<file path="src/rtl/clk_rate_ctrl_if.sv">
// Control/status bundle between the rate front end and the divider rate controller.
// Signal names mirror the controller's documented port names.
interface clk_rate_ctrl_if;
   logic        EN;
   logic [3:0]  RATE_SEL;
   logic        RATE_REQ;
   logic [32:0] MAX_VAL;
   logic [3:0]  CUR_SEL;
   logic        TICK;
   logic        RATE_ACK;
   logic        BUSY;

   modport master (
      output EN, RATE_SEL, RATE_REQ,
      input  MAX_VAL, CUR_SEL, TICK, RATE_ACK, BUSY
   );

   modport slave (
      input  EN, RATE_SEL, RATE_REQ,
      output MAX_VAL, CUR_SEL, TICK, RATE_ACK, BUSY
   );
endinterface

</file>
<file path="src/rtl/clk_rate_ctrl.sv">
// Divider rate controller: holds the active selection and the terminal count, and defers
// rate changes to a period boundary so the divided clock never sees a runt or stretched period.
module clk_rate_ctrl #(
   parameter logic [32:0] BASE_MAX  = 33'd50_000_000,
   parameter logic [3:0]  RESET_SEL = 4'd1
) (
   input  logic           CLK,
   input  logic           RST,
   clk_rate_ctrl_if.slave bus
);

   typedef enum logic [1:0] {
      ST_RUN  = 2'd0,
      ST_PEND = 2'd1,
      ST_STOP = 2'd2
   } state_e;

   state_e      state_q,    state_d;
   logic [3:0]  cur_sel_q,  cur_sel_d;
   logic [3:0]  pend_sel_q, pend_sel_d;
   logic [32:0] max_val_q,  max_val_d;
   logic [32:0] cnt_q,      cnt_d;
   logic        ack_q,      ack_d;
   logic        busy_q,     busy_d;
   logic        tick;
   logic        apply;

   // Selection 0 means stopped; larger selections halve the count, floored at 1.
   function automatic logic [32:0] max_of(input logic [3:0] sel);
      logic [32:0] v;
      if (sel == 4'd0) begin
         return 33'd0;
      end
      v = BASE_MAX >> (sel - 4'd1);
      return (v == 33'd0) ? 33'd1 : v;
   endfunction

   assign tick  = bus.EN && (state_q != ST_STOP) && (cnt_q == max_val_q);
   assign apply = (state_q == ST_PEND) && tick;

   always_comb begin
      // NOTE: every variable gets a default before the case so no path can infer a latch.
      state_d    = state_q;
      cur_sel_d  = cur_sel_q;
      pend_sel_d = pend_sel_q;
      max_val_d  = max_val_q;
      cnt_d      = cnt_q;
      ack_d      = 1'b0;
      busy_d     = busy_q;

      case (state_q)
         ST_STOP: begin
            cnt_d = 33'd0;
            if (bus.RATE_REQ) begin
               ack_d = 1'b1;
               if (bus.RATE_SEL != 4'd0) begin
                  cur_sel_d = bus.RATE_SEL;
                  max_val_d = max_of(bus.RATE_SEL);
                  state_d   = ST_RUN;
               end
            end
         end
         default: begin
            if (bus.EN) begin
               cnt_d = tick ? 33'd0 : cnt_q + 33'd1;
            end
            if (apply) begin
               cur_sel_d = pend_sel_q;
               max_val_d = max_of(pend_sel_q);
               cnt_d     = 33'd0;
               ack_d     = 1'b1;
               busy_d    = 1'b0;
               state_d   = (pend_sel_q == 4'd0) ? ST_STOP : ST_RUN;
            end
            // A request landing on the applying tick is judged against the newly applied selection.
            if (bus.RATE_REQ) begin
               if ((state_q == ST_PEND) && !apply) begin
                  pend_sel_d = bus.RATE_SEL;
               end else if (bus.RATE_SEL == cur_sel_d) begin
                  ack_d = 1'b1;
               end else begin
                  pend_sel_d = bus.RATE_SEL;
                  busy_d     = 1'b1;
                  state_d    = ST_PEND;
               end
            end
         end
      endcase
   end

   always_ff @(posedge CLK) begin
      // NOTE: sequential state uses non-blocking assignments so all flops update from pre-edge values.
      if (RST) begin
         state_q    <= ST_RUN;
         cur_sel_q  <= RESET_SEL;
         pend_sel_q <= 4'd0;
         max_val_q  <= max_of(RESET_SEL);
         cnt_q      <= 33'd0;
         ack_q      <= 1'b0;
         busy_q     <= 1'b0;
      end else begin
         state_q    <= state_d;
         cur_sel_q  <= cur_sel_d;
         pend_sel_q <= pend_sel_d;
         max_val_q  <= max_val_d;
         cnt_q      <= cnt_d;
         ack_q      <= ack_d;
         busy_q     <= busy_d;
      end
   end

   assign bus.MAX_VAL  = max_val_q;
   assign bus.CUR_SEL  = cur_sel_q;
   assign bus.TICK     = tick;
   assign bus.RATE_ACK = ack_q;
   assign bus.BUSY     = busy_q;

endmodule

</file>
<file path="src/flat_wrapper.sv">
// flat-port wrapper written by rule: the top's interface ports become plain ports
module clk_rate_ctrl_flat 
#(
   parameter logic [32:0] BASE_MAX  = 33'd50_000_000,
   parameter logic [3:0]  RESET_SEL = 4'd1
)
  (CLK, RST, bus_EN, bus_RATE_SEL, bus_RATE_REQ, bus_MAX_VAL, bus_CUR_SEL, bus_TICK, bus_RATE_ACK, bus_BUSY);
  clk_rate_ctrl_if bus_i ();
  input  logic CLK;
  input  logic RST;
  input wire logic [$bits(bus_i.EN)-1:0] bus_EN;
  input wire logic [$bits(bus_i.RATE_SEL)-1:0] bus_RATE_SEL;
  input wire logic [$bits(bus_i.RATE_REQ)-1:0] bus_RATE_REQ;
  output wire logic [$bits(bus_i.MAX_VAL)-1:0] bus_MAX_VAL;
  output wire logic [$bits(bus_i.CUR_SEL)-1:0] bus_CUR_SEL;
  output wire logic [$bits(bus_i.TICK)-1:0] bus_TICK;
  output wire logic [$bits(bus_i.RATE_ACK)-1:0] bus_RATE_ACK;
  output wire logic [$bits(bus_i.BUSY)-1:0] bus_BUSY;
  assign bus_i.EN = bus_EN;
  assign bus_i.RATE_SEL = bus_RATE_SEL;
  assign bus_i.RATE_REQ = bus_RATE_REQ;
  assign bus_MAX_VAL = bus_i.MAX_VAL;
  assign bus_CUR_SEL = bus_i.CUR_SEL;
  assign bus_TICK = bus_i.TICK;
  assign bus_RATE_ACK = bus_i.RATE_ACK;
  assign bus_BUSY = bus_i.BUSY;
  clk_rate_ctrl #(.BASE_MAX(BASE_MAX), .RESET_SEL(RESET_SEL)) u_core (.CLK(CLK), .RST(RST), .bus(bus_i));
endmodule
</file>
<file path="config.mk">
export PLATFORM = sky130hd
export DESIGN_NAME = clk_rate_ctrl_flat
export DESIGN_NICKNAME = d
export VERILOG_FILES = /design/src/rtl/clk_rate_ctrl_if.sv /design/src/rtl/clk_rate_ctrl.sv /design/src/flat_wrapper.sv
export SDC_FILE = /design/constraint.sdc
export NUM_CORES = 1
export LEC_CHECK = 0
export ABC_AREA = 1
export BUFFER_PORTS_ARGS = -buffer_cell sky130_fd_sc_hd__buf_2
export CORE_MARGIN = 2
export CORE_UTILIZATION = 65
export CTS_CLUSTER_DIAMETER = 100
export DETAILED_ROUTE_END_ITERATION = 7
export PLACE_DENSITY = 0.86
export RECOVER_POWER = 50
export SKIP_CTS_REPAIR_TIMING = 1
export SYNTH_ARGS = -nofsm -noshare
export SYNTH_HDL_FRONTEND = slang
export SYNTH_SLANG_ARGS = --single-unit
</file>
<file path="constraint.sdc">
create_clock -name CLK -period 6.3 [get_ports CLK]
set_input_delay 1.575 -clock CLK [delete_from_list [all_inputs] [get_ports CLK]]
set_output_delay 1.575 -clock CLK [all_outputs]
set_load 0.02 [all_outputs]
</file>
Word level (Yosys, flattened, before mapping)

Index checks and enable logic that the tools add are counted.
W data, S select, Z words.

Bits in registers: 78
Input port bits: 8
Output and inout port bits: 40

$add $sub $neg: 3
Eq/ne operators: 8
Shift-type cells: 2
Multiplexer cells: 43
Bitwise operators: 1
Reductions and logical operators: 15

Operators with widths:

| kind                    | count |
|---|---|
| $mux W33                | 11 |
| $logic_not A33 Y1       | 2 |
| $shr A26 B4 Y33 const A | 2 |
| $add A33 B1 Y33 const B | 1 |
| $eq A33 B33 Y1          | 1 |
| $mux W4                 | 7 |
| $mux W1                 | 17 |
| $mux W2                 | 8 |
| $logic_not A4 Y1        | 2 |
| $sub A4 B1 Y4 const B   | 2 |
| $reduce_and A3 Y1       | 2 |
| $eq A4 B4 Y1            | 1 |
| $logic_and A1 B1 Y1     | 4 |
| $ne A2 B1 Y1 const B    | 2 |
| $ne A2 B2 Y1 const B    | 2 |
| $reduce_bool A4 Y1      | 1 |
| $reduce_or A3 Y1        | 1 |
| $eq A2 B1 Y1 const B    | 1 |
| $eq A2 B2 Y1 const B    | 1 |
| $reduce_and A2 Y1       | 1 |
| $reduce_bool A2 Y1      | 1 |
| $logic_not A1 Y1        | 1 |
| $not A1 Y1              | 1 |

Longest topological paths before layout

Gate-level depths: netlist (run 1).

Word-level depth: 11
Gate-level depth with buffers: 20
Gate-level depth less buffers: 19

Worst setup path after synthesis (run 1)

OpenSTA, ideal clock, no wires.

Kind: input port to output port
Start point: input port bus_EN
End point: output port bus_TICK
Arrival time: 2346 ps
Path slack: 2379 ps
Cell stages on the path: 9
Cells stage by stage: buf_6 -> inv_4 -> nor2_2 -> nand2_1 -> nor2_1 -> nand2_1 -> nor2_2 -> nand2_2 -> nor2_4

Cells in the longest elaborated chain, start to end: 2

RTL lines:

| what                              | line                | RTL |
|---|---|---|
| start, declared                   | flat_wrapper.sv:11  | `input wire logic [$bits(bus_i.EN)-1:0] bus_EN;` |
| $logic_and A1 B1 Y1 (2 in series) | clk_rate_ctrl.sv:38 | `assign tick = bus.EN && (state_q != ST_STOP) && (cnt_q == max_val_q);` |
| end, declared                     | flat_wrapper.sv:16  | `output wire logic [$bits(bus_i.TICK)-1:0] bus_TICK;` |

Every way passes these cells.

Worst setup path in the final report (run 1)

Same ends and word-level chain as after synthesis.

==> results of run 1 <==
-- stage by stage --
| step | cells | utilization [%] | setup slack, ns |
|---|---|---|---|
| 2_1_floorplan | 853 | - | 2.379 |
| 3_3_place_gp | 966 | 69.03 | 1.988 |
| 3_5_place_dp | 966 | 69.03 | 1.891 |
| 4_1_cts | 982 | 71.52 | 1.960 |
| 5_1_grt | 982 | 70.41 | 0.9068 |
| 6_report | 982 | 70.41 | 0.9903 |
-- power by group --
part           internal (mW)  switching [mW]  total (mW)  leakage [nW]
clock network          0.194           0.183       0.377        0.0936
registers              0.453         0.00685       0.459         0.574
logic                 0.0420           0.117       0.159          1.72
total                  0.689           0.307       0.995          2.39
-- per-layer routing --
metal	global-route usage, %	wire length (um)	up-vias
li1	-	-	2768
met1	45.80	6418	2626
met2	62.96	7313	307
met3	7.893	1310	71
met4	17.77	794	0
met5	0	0	-
-- kinds of logic (layout without fill, tap and decap cells) --
logic type,after synthesis,count (layout),synth area share [%]
AOI/OAI and AO/OA,128,128,15.00
xor gates and xnor gates,12,12,2.058
adders and majority gates,15,15,3.676
buffers and inverters,149,176,11.81
DFF,71,71,27.84
other,1,7,0.07344
and+or+nand+nor,471,471,39.55
-- worst max-delay path by stage --
stage | end | cells past startpoint | slack (ns)
floorplan | bus_TICK | 9 | 2.38
global placement | u_core.bus.MAX_VAL[12] | 13 | 1.99
detailed placement | u_core.bus.MAX_VAL[12] | 13 | 1.89
CTS | bus_TICK | 10 | 1.96
global route | bus_TICK | 10 | 0.91
finish | bus_TICK | 10 | 0.99
-- critical path: cells and delay by family --
| kind | cells | cell delay [ns] |
|---|---|---|
| buf+inv | 3 | 1.20 |
| simple gates | 7 | 0.96 |
-- layout by cell type (no fill, tap or decap), types with 11 or more instances in the layout --
cell type / count
dfxtp_1: 71
inv_1: 90
nand2_1: 254
clkbuf_1: 36
nand3_1: 47
nor3_1: 21
nor2_1: 113
a21oi_1: 33
o21ai_0: 43
inv_2: 27
o211ai_1: 13
xor2_1: 11
ha_1: 15
-- registers in the layout, summed over array words and instances (netlist names) --
register             cells
u_core.bus.BUSY          1
u_core.state_q           2
u_core.cnt_q            33
u_core.bus.MAX_VAL      26
u_core.bus.CUR_SEL       4
u_core.pend_sel_q        4
u_core.bus.RATE_ACK      1
-- cell type report --
type / count / area (sq um) / share of cell area, %
clock buffers: 13 / 148.9 / 2.751
clock inverters: 3 / 42.54 / 0.7859
inverters: 120 / 451.7 / 8.345
multi-input cells: 633 / 3062 / 56.57
flip-flops and latches: 71 / 1421 / 26.26
well taps: 102 / 127.6 / 2.358
repair buffers: 40 / 158.9 / 2.936
==> metrics.md, run 1 <==
| Metric | Value |
|---|---|
| Initial antenna violation count | 0 |
| Share of cells above drive strength 1 | 7.500% |
| Vias per cell | 5.878 |
| Drt initial violations | 440 |
| Detailed Routing Iterations Pass 1 | 6 |
| Reg2Reg Setup Slack | 2.93 ns |
| Final Cell Area | 5413 sq um |
| Register area share after synthesis | 27.84% |
| Crit path DAT | 3.73 ns |
| Number of synthesized flops with an enable pin | 0 |
| Fmax | 188.3 MHz |
| Netlist cell types | 48 |
| CP max FO | 11 |
| Num CTS Buffers | 9 |
| Fillers | 702 |
| Clk sinks | 71 |
| Peak supply drop | 0.1009 mV |
| Run status | finished clean |
| Clock slew at reported path FFs | 0.07 ns |
| Clock root buffer | clkbuf_8 |
| Synth top area share | 27.84% |
| Post-Synthesis Cells | 847 |
| IO Port Bufs | 40 |
| Hold Path Sink | u_core.bus.BUSY |
| Num rows | 32 |
| Avg Cell Area, Syn | 6.029 sq um |
| Final ANT Viol Nets | 0 |
| Die X | 92.63 um |
| Asr flop ratio synth | 0% |
| Worst Setup SP | bus_EN |
| Critical path required time | 4.72 ns |
| Die area | 8580 sq um |
| Overall Global Routing Usage | 37.48% |
| GRT overflow | 0 |
| Number of remaining DRC errors | 0 |
| Max-slew headroom at the worst pin | 17.46% |
| Largest stage delay, worst path | 0.50 ns |
| Most numerous cell in the Yosys netlist | nand2_1 |
| Drt wl/cell | 16.13 um |
| Diode count | 0 |
| Syn. warnings | 0 |
| Final-report hold violation count | 0 |
| Netlist Area Pre-Place | 5106 sq um |
| Clock Tree Buf Depth | 2 |
| Slew @ Worst Pin | 1.235 ns |
| Worst Hold Class | flip-flop to flip-flop |
| Final setup fails | 0 |
| Max_cap viols | 0 |
| Total leakage power | 2.386 nW |
| Hold path cells | 2 |
| Post-Route Setup TNS | 0 ns |
| Largest net degree at the start of global routing | 35 |
| H-tree depth | 3 |
| Hold_sp | u_core.bus.BUSY |
| #FFs+latches synth | 71 |
| Die Ht | 92.63 um |
| Crit path cell chain | clkbuf_1, clkinvlp_2, nor2_2, nand2_1, nor2_1, nand2_1, nor2_2, nand2_2, nor2_1, buf_2 |
| Minimum clock period | 5.310 ns |
| Crit-path slowest cell | clkinvlp_2 |
| Placed Area | 5306 sq um |
| Synth Flop Type | dfxtp_1 |
| Slew Limit Fails | 0 |
| Layout area overhead | 6.003% |
| R2R Path End | u_core.cnt_q[18] |
| Critical Path End Type | output port |
| Power density cells | 183.9 nW/um^2 |
| Vias in the first global route | 5283 |
| Worst Setup Start Kind | input pin |
| Core Region | 7687 sq um |
| Final Net Count | 898 |
| Reg2reg start | u_core.state_q[0] |
| First-pass GRT wire length | 25710 um |
| Starting Density | 66.42% |
| CTS tree | yes |
| IO Pins | 48 |
| Reg2reg path depth | 13 |
| Worst hold margin | 0.4815 ns |
| Total number of vias | 5772 |
| Post-synth top cells | nand2_1, nor2_1, inv_1 |
| Synth area leaders | dfxtp_1, nand2_1, nor2_1 |
| GP Congestion | 0.9643 |
| Critical path class | input pin to output port |
| Pwr Total | 0.9952 mW |
| Routed wire length | 15840 um |
| Clk Latency, worst-skew pair | 0.36 ns |
| DP HPWL | 12010 um |
| Area leader, netlist | dfxtp_1 |
| RSZ-0062 raised after global routing | no |
| Final period util | 84.28% |
| Worst Skew | 0.01267 ns |
Note: power is estimated with default switching activity, not from simulation.
==> run 2, diff against run 1 <==
--- a/config.mk
+++ b/config.mk
@@ -5,13 +5,13 @@
 export SDC_FILE = /design/constraint.sdc
 export NUM_CORES = 1
 export LEC_CHECK = 0
-export ABC_AREA = 1
+export ABC_AREA = 0
 export BUFFER_PORTS_ARGS = -buffer_cell sky130_fd_sc_hd__buf_2
 export CORE_MARGIN = 2
-export CORE_UTILIZATION = 65
+export CORE_UTILIZATION = 54
 export CTS_CLUSTER_DIAMETER = 100
 export DETAILED_ROUTE_END_ITERATION = 7
-export PLACE_DENSITY = 0.86
+export PLACE_DENSITY = 0.77
 export RECOVER_POWER = 50
 export SKIP_CTS_REPAIR_TIMING = 1
 export SYNTH_ARGS = -nofsm -noshare
==> constraint.sdc (replaced) <==
create_clock -name CLK -period 4.7 [get_ports CLK]
set_input_delay 1.175 -clock CLK [delete_from_list [all_inputs] [get_ports CLK]]
set_output_delay 1.175 -clock CLK [all_outputs]
set_load 0.02 [all_outputs]
==> run 2 against run 1 <==
Wire length fell by 25%. Critical endpoint unchanged. Final area down 11%. Highest routed layer unchanged. Largest power group unchanged. Global-route usage decreased by 11 points. Total power is 33% higher. Sequential share of layout area increased by 3.1 points. Synthesized cell count is 32% lower.
==> metrics.md, run 2 <==
| Metric | Value |
|---|---|
| RSZ-0062 raised after global routing | no |
| IO Pins | 48 |
| Crit path DAT | 2.74 ns |
| Final ANT Viol Nets | 0 |
| Max-slew headroom at the worst pin | 1.486% |
| Most numerous cell in the Yosys netlist | nor2_1 |
| Reg area | 1421 sq um |
| Register area share after synthesis | 30.85% |
| GP Congestion | 0.9372 |
| Final-report hold violation count | 0 |
| IO Port Bufs | 40 |
| Clk Latency, worst-skew pair | 0.34 ns |
| Drt initial violations | 272 |
| Die area | 9286 sq um |
| Net Sw Frac | 29.86% |
| Starting Density | 55.79% |
| Leading cell types in the layout, fill and taps excluded | nor2_1, dfxtp_1, xor2_1 |
| Combinational share of power | 18.3% |
| Critical Path End Type | output port |
| Overall Global Routing Usage | 26.16% |
| Vias per cell | 5.990 |
| Slew Limit Fails | 0 |
| Final setup fails | 0 |
| Clk sinks | 71 |
| Clock Tree Buf Depth | 2 |
| Synth top area share | 30.85% |
| Setup WS pre-CTS | 0.8053 ns |
| Largest register FFs | 33 |
| Flop pwr share | 47.0% |
| Most common cell after layout, fill and taps aside | nor2_1 |
| Post-synth top cells | nor2_1, dfxtp_1, xor2_1 |
| Fillers | 808 |
| Syn. warnings | 0 |
| Power density cells | 274.0 nW/um^2 |
| Critical path class | input pin to output port |
| Fmax | 255.1 MHz |
| H-tree depth | 3 |
| Diode count | 0 |
| Cell depth of the worst setup path | 7 |
| First-pass GRT wire length | 18820 um |
| Netlist Area Pre-Place | 4607 sq um |
| DP HPWL | 8708 um |
| Synth area leaders | dfxtp_1, nor2_1, xor2_1 |
| Crit path cell chain | clkbuf_1, nand2b_1, or3_2, nor3_1, nand3_1, inv_1, buf_2 |
| Number of synthesized flops with an enable pin | 0 |
| Total leakage power | 1.748 nW |
| Layout area overhead | 5.052% |
| Clk pwr share | 34.7% |
| Worst Setup SP | bus_EN |
| Asr flop ratio synth | 0% |
| Crit path buf inv count | 3 |
| GRT overflow | 0 |
| Total number of vias | 4205 |
| Final period util | 83.40% |
| Slew @ Worst Pin | 1.478 ns |
| Max_cap viols | 0 |
| Number of remaining DRC errors | 0 |
| Largest Register | u_core.cnt_q |
| #FFs+latches synth | 71 |
| Detailed Routing Iterations Pass 1 | 4 |
| Avg Cell Area, Syn | 7.984 sq um |
| Netlist cell types | 55 |
| Vias in the first global route | 3878 |
| Drt wl/cell | 16.91 um |
| Critical path required time | 3.52 ns |
| Post-Route Setup TNS | 0 ns |
| Crit-path slowest cell | or3_2 |
| Num rows | 33 |
| Core Region | 8258 sq um |
| Worst Hold Class | flip-flop to flip-flop |
| Worst Skew | 0.01465 ns |
| Hold_sp | u_core.cnt_q[32] |
| Internal power | 0.9302 mW |
| Routed wire length | 11870 um |
| Worst path top cell family by delay | simple AND/OR/NAND/NOR gates |
| Post-Synthesis Cells | 577 |
| Synth Flop Type | dfxtp_1 |
| Pwr Total | 1.326 mW |
| Area leader, netlist | dfxtp_1 |
| Worst Setup Start Kind | input pin |
| Largest stage delay, worst path | 0.42 ns |
| Run status | finished clean |
| Largest net degree at the start of global routing | 45 |
| Psw | 0.3959 mW |
| Clock root buffer | clkbuf_8 |
| Die Ht | 96.37 um |
| CP max FO | 7 |
| Initial antenna violation count | 0 |
| Area of the multi-input gates | 2867 sq um |
| Reg2reg path depth | 8 |
| Hold path cells | 2 |
| CTS tree | yes |
| Reg2reg start | u_core.cnt_q[1] |
| Clock slew at reported path FFs | 0.07 ns |
| Minimum clock period | 3.920 ns |
| Final Net Count | 616 |
| Num CTS Buffers | 9 |
| Share of cells above drive strength 1 | 6.365% |
| Peak supply drop | 0.1087 mV |
| Post-route setup slack | 0.7804 ns |
| Die X | 96.37 um |
## run 2: changes by cell type in the layout (fill, tap and decap cells not counted), sizes merged, moves of 9 or more
cell / before / now
a211o: 0 / 9
nand2b: 0 / 10
inv: 117 / 11
xor2: 11 / 39
nand3: 47 / 23
nand2: 259 / 31
o21ai: 45 / 27
nor2: 120 / 104
nor3: 23 / 13
and3: 0 / 9
xnor2: 1 / 30
mux2i: 0 / 15
## run 2: kinds of logic after synthesis
group | count (synthesis) | share of synthesized area [%]
buffers and inverters | 58 | 7.170
AND/OR/NAND/NOR | 226 | 23.74
adder cells (fa/ha/maj) | 16 | 4.291
other | 1 | 0.08140
flip-flops | 71 | 30.85
AO/OA/AOI/OAI | 121 | 17.49
XOR/XNOR | 69 | 13.12
multiplexers | 15 | 3.259
## run 2: power groups by stage
stage	sequential [mW]	combinational [mW]	clock [mW]
finish	0.624	0.243	0.460
detailed placement	0.637	0.236	0
floorplan	0.628	0.203	0
global route	0.625	0.266	0.495
CTS	0.623	0.237	0.466
global placement	0.637	0.237	0
## run 2: worst paths after layout
| path | to | slack [ns] |
|---|---|---|
| worst min-delay path | u_core.cnt_q[32] | 0.54 |
| worst max register to register | u_core.bus.MAX_VAL[0] | 1.30 |
| worst min register to register | u_core.cnt_q[32] | 0.54 |
| worst max-delay path | bus_TICK | 0.78 |
## run 2: metrics by stage
step / instance area [sq um] / utilization, % / cells / hold WS (ns)
floorplan: 4629 / - / 583 / 0.4706
global placement: 4721 / 57.17 / 687 / 0.5112
global route: 4840 / 58.61 / 702 / 0.5513
detailed placement: 4721 / 57.17 / 687 / 0.5175
CTS: 4900 / 59.33 / 702 / 0.5379
finish: 4840 / 58.61 / 702 / 0.5375
## run 2: area by class of cell
type                    count  share of cell area, %
multi-input cells         454                  59.23
flip-flops and latches     71                  29.37
repair buffers             46                  4.137
clock buffers              11                  2.715
well taps                 105                  2.715
clock inverters             4                 0.9824
inverters                  11                 0.8532
## run 2: per-layer routing
| layer | GRT usage (%) | routed length [um] | vias up |
|---|---|---|---|
| li1 | - | - | 2043 |
| met1 | 34.26 | 5253 | 1988 |
| met2 | 43.40 | 5646 | 149 |
| met3 | 3.915 | 697 | 25 |
| met4 | 9.859 | 275 | 0 |
| met5 | 0 | 0 | - |
## run 2: worst min-delay path: stages (launching register included)
cell     delay, ns
dfxtp_1       0.36
xor2_1        0.08
nor2_1        0.07
